<file path="config.mk">
export PLATFORM = sky130hd
export DESIGN_NAME = ro_puf_eval_ctrl
export DESIGN_NICKNAME = d
export VERILOG_FILES = /design/src/rtl/puf_pkg.sv /design/src/rtl/ro_edge_counter.sv /design/src/rtl/ro_puf_eval_ctrl.sv
export SDC_FILE = /design/constraint.sdc
export NUM_CORES = 1
export LEC_CHECK = 0
export BUFFER_PORTS_ARGS = -buffer_cell sky130_fd_sc_hd__buf_2
export CAP_MARGIN = 20
export CORE_MARGIN = 4
export CORE_UTILIZATION = 62
export DETAILED_ROUTE_END_ITERATION = 10
export GPL_TIMING_DRIVEN = 0
export PLACE_DENSITY = 0.85
export REMOVE_ABC_BUFFERS = 1
export SLEW_MARGIN = 20
export SYNTH_ARGS = -nofsm -noshare
export SYNTH_HDL_FRONTEND = slang
export SYNTH_SLANG_ARGS = --single-unit
</file>
<file path="constraint.sdc">
create_clock -name clk -period 5.09 [get_ports clk]
set_input_delay 0.7635 -clock clk [delete_from_list [all_inputs] [get_ports clk]]
set_output_delay 0.7635 -clock clk [all_outputs]
set_load 0.01 [all_outputs]
</file>
<file path="src/rtl/puf_pkg.sv">
// Shared types and defaults for the ring-oscillator PUF evaluation controller.
package puf_pkg;

  typedef enum logic [1:0] {
    ST_IDLE  = 2'd0,
    ST_ARM   = 2'd1,
    ST_COUNT = 2'd2,
    ST_CMP   = 2'd3
  } puf_state_e;

  localparam int unsigned DEF_SEL_W      = 5;
  localparam int unsigned DEF_CNT_W      = 16;
  localparam int unsigned DEF_SETTLE_CYC = 4;
  localparam int unsigned DEF_WIN_CYC    = 256;
  localparam int unsigned DEF_NVOTE      = 3;

  // Register width needed to hold v, never less than one bit.
  function automatic int unsigned bits_for(input int unsigned v);
    return (v == 0) ? 1 : $clog2(v + 1);
  endfunction

endpackage

</file>
<file path="src/rtl/ro_edge_counter.sv">
// Counts rising edges of an asynchronous RO input: 2-FF synchroniser, edge detect,
// synchronous clear, count enable and a counter that saturates at all-ones.
module ro_edge_counter #(
  parameter int unsigned CNT_W = 16
) (
  input  logic             clk,
  input  logic             rst_n,
  input  logic             ro_i,
  input  logic             clr_i,
  input  logic             en_i,
  output logic [CNT_W-1:0] cnt_o
);

  // [0],[1] form the synchroniser; [2] holds the previous synchronised level
  logic [2:0]       sync_q;
  logic [CNT_W-1:0] cnt_q, cnt_d;
  logic             rise;

  assign rise = sync_q[1] & ~sync_q[2];

  always_comb begin
    cnt_d = cnt_q;
    if (clr_i) begin
      cnt_d = '0;
    end else if (en_i && rise && (cnt_q != '1)) begin
      cnt_d = cnt_q + 1'b1;
    end
  end

  always_ff @(posedge clk or posedge rst_n) begin
    if (rst_n) begin
      sync_q <= '0;
      cnt_q  <= '0;
    end else begin
      sync_q <= {sync_q[1:0], ro_i};
      cnt_q  <= cnt_d;
    end
  end

  assign cnt_o = cnt_q;

endmodule

</file>
<file path="src/rtl/ro_puf_eval_ctrl.sv">
// RO PUF evaluation controller: latches a challenge, times settle and count window, compares counts.
// Build option PUF_MAJORITY_EN: repeat the evaluation NVOTE times and output the majority bit.
module ro_puf_eval_ctrl
  import puf_pkg::*;
#(
  parameter int unsigned SEL_W      = DEF_SEL_W,
  parameter int unsigned CNT_W      = DEF_CNT_W,
  parameter int unsigned SETTLE_CYC = DEF_SETTLE_CYC,
  parameter int unsigned WIN_CYC    = DEF_WIN_CYC,
  parameter int unsigned NVOTE      = DEF_NVOTE
) (
  input  logic             clk,
  input  logic             rst_n,
  input  logic             start,
  input  logic [SEL_W-1:0] chal_a,
  input  logic [SEL_W-1:0] chal_b,
  input  logic             ro_a,
  input  logic             ro_b,
  output logic             osc_en,
  output logic [SEL_W-1:0] sel_a,
  output logic [SEL_W-1:0] sel_b,
  output logic             busy,
  output logic             resp_valid,
  output logic             resp_bit,
  output logic             resp_tie,
  output logic [CNT_W-1:0] cnt_a_o,
  output logic [CNT_W-1:0] cnt_b_o
);

  localparam int unsigned TMR_MAX = (SETTLE_CYC > WIN_CYC - 1) ? SETTLE_CYC : WIN_CYC - 1;
  localparam int unsigned TMR_W   = bits_for(TMR_MAX);
  localparam logic [TMR_W-1:0] SETTLE_LD = TMR_W'(SETTLE_CYC - 1);
  localparam logic [TMR_W-1:0] WIN_LD    = TMR_W'(WIN_CYC - 1);

  puf_state_e       state_q, state_d;
  logic [TMR_W-1:0] tmr_q, tmr_d;
  logic [SEL_W-1:0] sel_a_q, sel_b_q;
  logic [CNT_W-1:0] cnt_a_q, cnt_b_q;
  logic [CNT_W-1:0] cnt_a, cnt_b;
  logic             osc_en_q, busy_q, resp_valid_q, resp_bit_q, resp_tie_q;
  logic             load_sel, clr, cnt_en, done;
  logic             a_gt, a_eq, res_bit_d, res_tie_d;

`ifdef PUF_MAJORITY_EN
  localparam int unsigned VOTE_W = bits_for(NVOTE);
  localparam int unsigned PASS_W = bits_for(NVOTE);
  // Re-arm spends one extra cycle so every pass spans the same length as a single evaluation.
  localparam logic [TMR_W-1:0] REARM_LD = TMR_W'(SETTLE_CYC);

  logic [VOTE_W-1:0] votes_q, votes_tot;
  logic [PASS_W-1:0] pass_q;
  logic              tie_any_q, rearm;
`else
  logic unused_cfg;
  assign unused_cfg = (NVOTE != 0);
`endif

  always_comb begin
    state_d  = state_q;
    tmr_d    = tmr_q;
    load_sel = 1'b0;
    clr      = 1'b0;
    done     = 1'b0;
`ifdef PUF_MAJORITY_EN
    rearm    = 1'b0;
`endif
    unique case (state_q)
      ST_IDLE: begin
        if (start) begin
          state_d  = ST_ARM;
          tmr_d    = SETTLE_LD;
          load_sel = 1'b1;
          clr      = 1'b1;
        end
      end
      ST_ARM: begin
        if (tmr_q == '0) begin
          state_d = ST_COUNT;
          tmr_d   = WIN_LD;
        end else begin
          tmr_d = tmr_q - 1'b1;
        end
      end
      ST_COUNT: begin
        if (tmr_q == '0) begin
          state_d = ST_CMP;
        end else begin
          tmr_d = tmr_q - 1'b1;
        end
      end
      ST_CMP: begin
`ifdef PUF_MAJORITY_EN
        if (pass_q == PASS_W'(NVOTE - 1)) begin
          state_d = ST_IDLE;
          done    = 1'b1;
        end else begin
          state_d = ST_ARM;
          tmr_d   = REARM_LD;
          clr     = 1'b1;
          rearm   = 1'b1;
        end
`else
        state_d = ST_IDLE;
        done    = 1'b1;
`endif
      end
      default: state_d = ST_IDLE;
    endcase
  end

  assign cnt_en = (state_q == ST_COUNT);
  assign a_gt   = (cnt_a > cnt_b);
  assign a_eq   = (cnt_a == cnt_b);

  always_comb begin
    res_bit_d = a_gt;
    res_tie_d = a_eq;
`ifdef PUF_MAJORITY_EN
    votes_tot = votes_q + VOTE_W'(a_gt);
    res_bit_d = (votes_tot > VOTE_W'(NVOTE / 2));
    res_tie_d = tie_any_q | a_eq;
`endif
  end

  always_ff @(posedge clk or posedge rst_n) begin
    if (rst_n) begin
      state_q      <= ST_IDLE;
      tmr_q        <= '0;
      sel_a_q      <= '0;
      sel_b_q      <= '0;
      osc_en_q     <= 1'b0;
      busy_q       <= 1'b0;
      resp_valid_q <= 1'b0;
      resp_bit_q   <= 1'b0;
      resp_tie_q   <= 1'b0;
      cnt_a_q      <= '0;
      cnt_b_q      <= '0;
    end else begin
      state_q      <= state_d;
      tmr_q        <= tmr_d;
      osc_en_q     <= (state_d == ST_ARM) || (state_d == ST_COUNT);
      busy_q       <= (state_d != ST_IDLE);
      resp_valid_q <= done;
      if (load_sel) begin
        sel_a_q <= chal_a;
        sel_b_q <= chal_b;
      end
      if (done) begin
        resp_bit_q <= res_bit_d;
        resp_tie_q <= res_tie_d;
        cnt_a_q    <= cnt_a;
        cnt_b_q    <= cnt_b;
      end
    end
  end

`ifdef PUF_MAJORITY_EN
  always_ff @(posedge clk or posedge rst_n) begin
    if (rst_n) begin
      pass_q    <= '0;
      votes_q   <= '0;
      tie_any_q <= 1'b0;
    end else if (load_sel) begin
      pass_q    <= '0;
      votes_q   <= '0;
      tie_any_q <= 1'b0;
    end else if (rearm) begin
      pass_q    <= pass_q + 1'b1;
      votes_q   <= votes_tot;
      tie_any_q <= res_tie_d;
    end
  end
`endif

  ro_edge_counter #(.CNT_W(CNT_W)) u_cnt_a (
    .clk   (clk),
    .rst_n (rst_n),
    .ro_i  (ro_a),
    .clr_i (clr),
    .en_i  (cnt_en),
    .cnt_o (cnt_a)
  );

  ro_edge_counter #(.CNT_W(CNT_W)) u_cnt_b (
    .clk   (clk),
    .rst_n (rst_n),
    .ro_i  (ro_b),
    .clr_i (clr),
    .en_i  (cnt_en),
    .cnt_o (cnt_b)
  );

  assign osc_en     = osc_en_q;
  assign sel_a      = sel_a_q;
  assign sel_b      = sel_b_q;
  assign busy       = busy_q;
  assign resp_valid = resp_valid_q;
  assign resp_bit   = resp_bit_q;
  assign resp_tie   = resp_tie_q;
  assign cnt_a_o    = cnt_a_q;
  assign cnt_b_o    = cnt_b_q;

endmodule
</file>
After elaboration in Yosys (flattened, before gate mapping). Index checks and enable logic that the tools add are counted.

Bits of input ports: 15. Register bits: 95. Word-level logic and storage cells: 60. Output and inout bits: 47.

Eq/ne operators: 10. $add $sub $neg: 3. Bitwise gates (word level): 4. $lt $le $gt $ge: 1. Mux-type cells: 15. Reductions and logical operators: 12.

Operator list (number): $mux W16 (4); $add A16 B1 Y16 const B (2); $ne A16 B16 Y1 const B (2); $mux W8 (3); $pmux W8 S3 (1); $eq A16 B16 Y1 (1); $gt A16 B16 Y1 (1); $logic_not A8 Y1 (1); $pmux W2 S4 (1); $sub A8 B1 Y8 const B (1); $eq A2 B2 Y1 const B (3); $mux W2 (3); $reduce_bool A2 Y1 (3); $eq A2 B1 Y1 const B (2); $logic_and A1 B1 Y1 (4); $ne A2 B2 Y1 const B (2); $mux W1 (3); $reduce_and A3 Y1 (1); $reduce_bool A3 Y1 (1); $and A1 B1 Y1 (2); $logic_not A2 Y1 (1); $not A1 Y1 (2); $logic_or A1 B1 Y1 (1).

Logic depth before layout (Yosys ltp). Gate-level depths: netlist of run 1.

Depth after elaboration: 6. Gate-level depth with buffers: 9. Mapped depth without buffers: 7.

Cells and area by module. Synthesis of run 1 repeated with hierarchy kept, for this count alone.

Cell total of the unflattened synthesis: 446. Area, all modules: 4884.7 µm².

Modules (own cells, without submodules): ro_puf_eval_ctrl (seq. area each 1426.4 µm², instances 1, cells each 239, area an instance 2862.7 µm²); ro_edge_counter at u_cnt_b (seq. area each 475.5 µm², instances 1, cells each 104, area an instance 1029.7 µm²); ro_edge_counter at u_cnt_a (seq. area each 475.5 µm², instances 1, cells each 103, area an instance 992.2 µm²).

Worst setup path after synthesis of run 1. No wires, ideal clock.

Kind: reg-to-reg. Start point: register state_q[0]. End point: register u_cnt_b.cnt_q[15], in the netlist u_cnt_b.cnt_o[15]. Required time: 4958 ps. Stages on the path, launching flop included: 9. Arrival: 1858 ps. Path slack: 3100 ps. Buffers on the path: 1. Clock period less this slack: 1990 ps. Library setup time: 132 ps. Path through: dfrtp_1 -> inv_1 -> ha_1 -> buf_2 -> nand3b_1 -> or4_4 -> nor4_2 -> xnor2_1 -> nor2_1.

Longest elaborated chain between the ends: 4. Elaborated cells on any way between the ends: 7. Classes of those cells: eq/ne (1); mux (2); reduce/logical (4).

Ends and longest elaborated chain: start, declared (line ro_puf_eval_ctrl.sv:35) `puf_state_e state_q, state_d;`; start signal, assigned (line ro_puf_eval_ctrl.sv:139) `state_q <= state_d;`; $eq A2 B2 Y1 (line ro_puf_eval_ctrl.sv:111) `assign cnt_en = (state_q == ST_COUNT);`; $logic_and A1 B1 Y1 (2 in a row) (line ro_edge_counter.sv:25) `end else if (en_i && rise && (cnt_q != '1)) begin`; $reduce_bool A2 Y1 (no line); end signal, assigned (line ro_edge_counter.sv:36) `cnt_q <= cnt_d;`; end, declared (line ro_edge_counter.sv:16) `logic [CNT_W-1:0] cnt_q, cnt_d;`.

Several ways; a longest one is shown, not always the timed one. A chain may end at the register's enable or synchronous reset.

Worst setup path in the final report of run 1.
Start point: register state_q[0]. End point: register u_cnt_b.cnt_q[10], in the netlist u_cnt_b.cnt_o[10].

The elaborated chain is that of the path after synthesis.

==> summary.md, run 1 <==
| Metric | Value |
|---|---|
| Status | finished, final reports clean |
| RSZ-0062 raised after global routing | no |
| Initial Util | 64.1% |
| PwrDens | 414 nW/um^2 |
| Synth warn | 0 |
| First-pass GRT wire length | 15600 um |
| DPL Wire Length | 6780 um |
| Num CTS Buffers | 9 |
| CTS Hold Bufs | 0 |
| Nets | 520 |
| Wire length per cell | 16.0 um |
| Chip width | 94.6 um |
| Fin util | 73.6% |
| Leak pwr | 2.57 nW |
| DR iter-0 viols | 185 |
| Mapped Area | 4650 um^2 |
| Synth Flop Type | dfrtp_1 |
| Largest net degree at the start of global routing | 56 |
| Worst path arrival time | 2.61 ns |
| CTS root buffer | clkbuf_8 |
| Worst Hold End | u_cnt_b.sync_q[1] |
| P&R area growth vs syn | 14.7% |
| Library cells used by synthesis | 54 |
| GRT Total Usage | 22.1% |
| # diodes | 0 |
| Slew Viols, Final | 0 |
| Leading cell type in the layout, fill and taps excluded | dfrtp_1 |
| CTS tree | done |
| Final setup viols | 0 |
| Critical Path RT | 5.34 ns |
| Hold-critical path depth | 0 |
| Slew HR | 52.2% |
| Crit Reg-Reg Endpoint | u_cnt_b.cnt_o[10] |
| Max cap viols | 0 |
| Die Area | 8950 um^2 |
| Clk slew on worst S/H paths | 0.09 ns |
| #FFs+latches synth | 95 |
| DR DRC count | 0 |
| First drt pass iteration count | 5 |
| Critical Path End Type | flop |
| Maximum clock insertion buffer count | 2 |
| Non-Filler Instances | 581 |
| Number of flops mapped to enable cells by yosys | 0 |
| Clock network latency to the later pin of the worst-skew pair | 0.36 ns |
| FMAX | 425 MHz |
| Via density | 5.93 |
| Synth top area cells | dfrtp_1, mux2_2, ha_1 |
| Placer Congestion | 0.847 |
| Final hold violation count | 0 |
| Syn_area_per_cell | 11.2 um^2 |
| Startpoint types | flop |
| Critical path fanouts, max | 10 |
| H-tree Lvls | 3 |
| Synth area leader | dfrtp_1 |
| Die H | 94.6 um |
| Synth async-reset ratio | 100% |
| Commonest non-fill, non-tap cells in the layout | dfrtp_1, buf_2, mux2_2, nor2_1, a21oi_1 |
| Placed insts | 567 |
| Min Hold Slack | 0.352 ns |
| Sequential share of the synthesized area | 51.1% |
| Total number of vias | 3443 |
| Yosys top cell area share | 51.1% |
| Setup TNS | 0 ns |
| Hold Path Origin | u_cnt_b.sync_q[0] |
| Final ANT Viol Nets | 0 |
| R2R Path Start | state_q[0] |
| Post-layout power | 2.21 mW |
| Fraction of the cycle the final worst path needs | 46.3% |
| Buffers on Ports | 61 |
| Kind of critical path | flop to flop |
| Skew final | 0.00763 ns |
| Share of cells above drive strength 1 | 27.4% |
| Reg2reg setup slack | 2.73 ns |
| Number of global-route vias before repair | 3430 |
| CTS resizes | 0 |
| Clk sinks | 95 |
| CP startpoint | state_q[0] |
| Syn Inst Count | 415 |
| Setup bufs post-CTS | 0 |
| Worst Reg-to-Reg Cells | 7 |
| Final min period | 2.36 ns |
| Final wirelength | 9310 um |
| Slew @ Worst Pin | 0.710 ns |
| Grt ovf | 0 |
| Peak VDD IR | 0.000293 V |
| Core Box Area | 7250 um^2 |
| Worst Hold Class | flop to flop |
| FP Rows | 31 |
| Initial antenna violation count | 0 |
| IO Pins | 62 |
-- flip-flops by register name, indices dropped and copies added (netlist names), 2 cells and up --
name	flops
cnt_a_o	16
cnt_b_o	16
u_cnt_a.cnt_o	16
u_cnt_b.cnt_o	16
tmr_q	8
sel_a	5
sel_b	5
u_cnt_a.sync_q	3
u_cnt_b.sync_q	3
state_q	2
-- stage by stage --
stage                     worst slack, ns  cell area [um^2]
after global routing                 2.62              5340
after global placement              0.883              5030
final                                2.73              5340
after detailed placement             2.75              5130
after floorplan                      1.85              4600
after CTS                            2.74              5340
-- critical path, cell delays in order, from the launching register on --
cell and delay (ns):
dfrtp_1 0.45, inv_1 0.14, ha_1 0.39, nand3b_1 0.15
or3_1 0.48, nor4_1 0.40, xnor2_1 0.19, nor2_1 0.06
-- synth_stat cells, drive strengths merged (3+ instances only) --
cell type  number
nand3          13
xor2            8
nand2          16
xnor2          14
and2            3
inv            26
nor2           33
mux2           42
and3            4
nor4            7
ha             26
clkbuf          5
nor3            9
nand4          15
buf             7
and4            3
or3            11
o21ai          11
o22a            4
dfrtp          95
a21oi          26
-- where the power goes --
part | internal (mW) | switching [mW]
clock | 0.271 | 0.248
sequential | 0.878 | 0.0948
combinational | 0.325 | 0.394
total | 1.47 | 0.737
-- per-layer routing --
layer  wire length, um  vias to the layer above  GRT usage [%]  share of wire [%]
li1                  -                     1625              -                  -
met1              3980                     1711           28.4                 43
met2              4710                       97           37.2                 51
met3               497                       10           3.98                5.3
met4               116                        0           8.65                1.2
met5                 0                        -              0                  0
-- cells by family (layout without fill, tap and decap cells) --
family,count (synthesis),count (layout),synth area share (%)
simple gates,126,126,15.1
flops,95,95,51.1
compound gates,64,64,8.88
mux,44,44,10.6
buf+inv,38,105,3.15
fa+ha+maj,26,26,6.99
xor+xnor,22,22,4.14
-- how the worst max path moves through the flow --
stage	depth (start not counted)	slack [ns]	end
2_1_floorplan	1	1.85	busy
3_3_place_gp	2	0.88	u_cnt_a.cnt_o[13]
3_5_place_dp	7	2.75	u_cnt_b.cnt_o[15]
4_1_cts	7	2.74	u_cnt_b.cnt_o[15]
5_1_grt	7	2.62	u_cnt_b.cnt_o[15]
6_report	7	2.73	u_cnt_b.cnt_o[10]
-- layout make-up --
cell class	count	area [um^2]
multi-input cells	282	2140
clock inverters	4	72.6
fillers	515	1920
repair buffers	65	393
flip-flops and latches	95	2380
well taps	99	124
clock buffers	10	128
inverters	26	103
Power figures use the tool's default switching activity.
==> inputs of run 2 (changes only) <==
- ABC_AREA: default -> 1
- CORE_UTILIZATION: 62 -> 53
- PLACE_DENSITY: 0.85 -> 0.77
- clock period: 5.09 -> 2 ns (I/O delays scaled with it)
==> run 2 against run 1 <==
- global-route usage is 0.50 points lower
- sequential share of layout area is 3.6 points lower
- sequential power is 140% higher
==> summary.md, run 2 <==
| Metric | Value |
|---|---|
| FMAX | 540 MHz |
| Design area | 5810 um^2 |
| Clk slew on worst S/H paths | 0.09 ns |
| Synth async-reset ratio | 100% |
| Kind of critical path | flop to flop |
| Synth Flop Type | dfrtp_1 |
| Status | finished, final reports clean |
| Chip width | 105 um |
| Skew final | 0.00900 ns |
| Complex-gate fraction of the synthesized area | 5.27% |
| Num CTS Buffers | 9 |
| Critical path fanouts, max | 16 |
| #FFs+latches synth | 95 |
| Wire length per cell | 13.7 um |
| Max cap viols | 0 |
| Clk sinks | 95 |
| DR DRC count | 0 |
| Synth area leader | dfrtp_1 |
| Initial antenna violation count | 0 |
| Synth warn | 0 |
| CTS root buffer | clkbuf_8 |
| Combinational family with the most area after synthesis | simple AND/OR/NAND/NOR gates |
| Library cells used by synthesis | 25 |
| R2R Path Start | u_cnt_b.cnt_o[0] |
| Nets | 749 |
| Total number of vias | 4466 |
| Leading cell type in the layout, fill and taps excluded | nand2_1 |
| Initial Util | 54.2% |
| Via density | 5.30 |
| Fin util | 62.9% |
| CTS tree | done |
| RSZ-0062 raised after global routing | no |
| Leak pwr | 3.09 nW |
| Critical Path RT | 2.30 ns |
| Yosys top cell area share | 47.5% |
| # diodes | 0 |
| Final setup viols | 0 |
| CP startpoint | u_cnt_b.cnt_o[0] |
| P&R area growth vs syn | 15.9% |
| Xor/xnor share of the synthesized area | 0.699% |
| Final hold violation count | 0 |
| Worst path arrival time | 2.15 ns |
| First drt pass iteration count | 7 |
| Final wirelength | 11500 um |
| PwrDens | 972 nW/um^2 |
| Commonest non-fill, non-tap cells in the layout | nand2_1, dfrtp_1, buf_2, inv_1, nor2_1 |
| Share of cells above drive strength 1 | 15.6% |
| Post-layout power | 5.64 mW |
| CP bufs+invs | 2 |
| Die H | 105 um |
| Final ANT Viol Nets | 0 |
| Buffers on Ports | 61 |
| Max incr delay on CP | 0.45 ns |
| Worst Reg-to-Reg Cells | 10 |
| First-pass GRT wire length | 19800 um |
| Synth top area cells | dfrtp_1, nand2_1, ha_1 |
| Clock network latency to the later pin of the worst-skew pair | 0.36 ns |
| Worst path cell trace | ha_2 > nand3_1 > inv_2 > nand2_2 > nor2_4 > nor2_4 > buf_12 > nor2_8 > nand2_1 > nand2_1 |
| Peak VDD IR | 0.000582 V |
| Slew @ Worst Pin | 0.331 ns |
| Setup TNS | 0 ns |
| Min Hold Slack | 0.0365 ns |
| CP delay by family, top | simple AND/OR/NAND/NOR gates |
| Maximum clock insertion buffer count | 2 |
| Syn_area_per_cell | 7.80 um^2 |
| Startpoint types | flop |
| Grt ovf | 0 |
| H-tree Lvls | 3 |
| Synth Area in Simple Gates | 34.0% |
| Die Area | 11100 um^2 |
| DPL Wire Length | 8420 um |
| FP Rows | 35 |
| Number of global-route vias before repair | 4256 |
| Largest net degree at the start of global routing | 64 |
| Syn Inst Count | 642 |
| Fraction of the cycle the final worst path needs | 92.6% |
| Mapped Area | 5010 um^2 |
| Worst Hold Class | input pin to flop |
| Setup crit end | u_cnt_b.cnt_o[9] |
| Sequential share of the synthesized area | 47.5% |
| Slew HR | 77.9% |
| Placer Congestion | 0.876 |
| Core Box Area | 9240 um^2 |
| CP max stage cell | dfrtp_2 |
| Commonest cells post-synth | nand2_1, dfrtp_1, inv_1 |
| Most common cell in the netlist | nand2_1 |
| Number of flops mapped to enable cells by yosys | 0 |
| Critical Path End Type | flop |
| IO Pins | 62 |
| Slew Viols, Final | 0 |
| Final min period | 1.85 ns |
| Crit Reg-Reg Endpoint | u_cnt_b.cnt_o[9] |
| Mux contribution to synthesized area | 0% |
| GRT Total Usage | 21.6% |
| Post-DP Area | 5470 um^2 |
| Adder-cell share of the synthesized area | 6.49% |
| DR iter-0 viols | 261 |
| Reg2reg setup slack | 0.15 ns |
| Levels on crit path | 10 |
-- run 2: changes by cell type in the layout (fill, tap and decap cells not counted), moves of 24 or more --
| cell | previous run | this run |
|---|---|---|
| mux2_2 | 42 | 0 |
| nand4_1 | 14 | 38 |
| inv_1 | 25 | 56 |
| nand2_1 | 16 | 243 |
| o21ai_0 | 11 | 36 |
| nand3_1 | 13 | 42 |
-- run 2: timing repair --
action | CTS | global route
setup buffers | 2 | 4
resized for setup | 5 | 9
pin swaps | 0 | 2
setup endpoints to repair | 42 | 39
endpoints found under the hold margin | 33 | 0
hold buffers | 1 | 0
-- run 2: where the power goes --
| group | switching, mW | internal (mW) |
|---|---|---|
| clock | 0.672 | 0.708 |
| combinational | 1.24 | 0.651 |
| sequential | 0.183 | 2.19 |
-- run 2: routing by layer --
metal / vias up / part of all wire (%) / GRT usage (%)
met2: 148 / 49 / 35.6
met1: 2088 / 44 / 28.7
met3: 18 / 6.1 / 4.41
met4: 0 / 1.6 / 6.65
met5: - / 0 / 0
li1: 2212 / - / -
-- run 2: stage by stage --
stage	setup slack [ns]	std cells
after CTS	0.0164	838
after detailed placement	-0.343	819
after global placement	-1.83	817
final	0.147	842
after floorplan	-0.777	627
after global routing	0.0141	842
-- run 2: layout make-up --
class,instances,area (um^2)
clock inverter,5,81.3
timing repair buffer,70,440
fill,792,3430
clock buffer,11,131
multi-input combinational,471,2360
tap,129,161
inverter,61,250
sequential,95,2380
-- run 2: cells by family after synthesis --
| family | Yosys count |
|---|---|
| buf+inv | 76 |
| simple gates | 390 |
| fa+ha+maj | 26 |
| compound gates | 51 |
| xor+xnor | 4 |
| flops | 95 |
-- run 2: worst reg2reg max path: cells and delay by family, from the launching register on --
family / cells / cell delay, ns
adder cells (fa/ha/maj): 1 / 0.25
buffers and inverters: 2 / 0.30
flip-flops: 1 / 0.45
AND/OR/NAND/NOR: 7 / 0.81
-- run 2: worst min path at each step --
stage | startpoint | to | slack (ns) | cells past startpoint
floorplan | u_cnt_a.sync_q[0] | u_cnt_a.sync_q[1] | 0.33 | 0
global placement | u_cnt_b.sync_q[0] | u_cnt_b.sync_q[1] | 0.33 | 0
detailed placement | rst_n | cnt_a_o[2] | 0.31 | 2
CTS | ro_a | u_cnt_a.sync_q[0] | 0.03 | 1
global route | ro_b | u_cnt_b.sync_q[0] | 0.02 | 1
finish | ro_a | u_cnt_a.sync_q[0] | 0.04 | 1
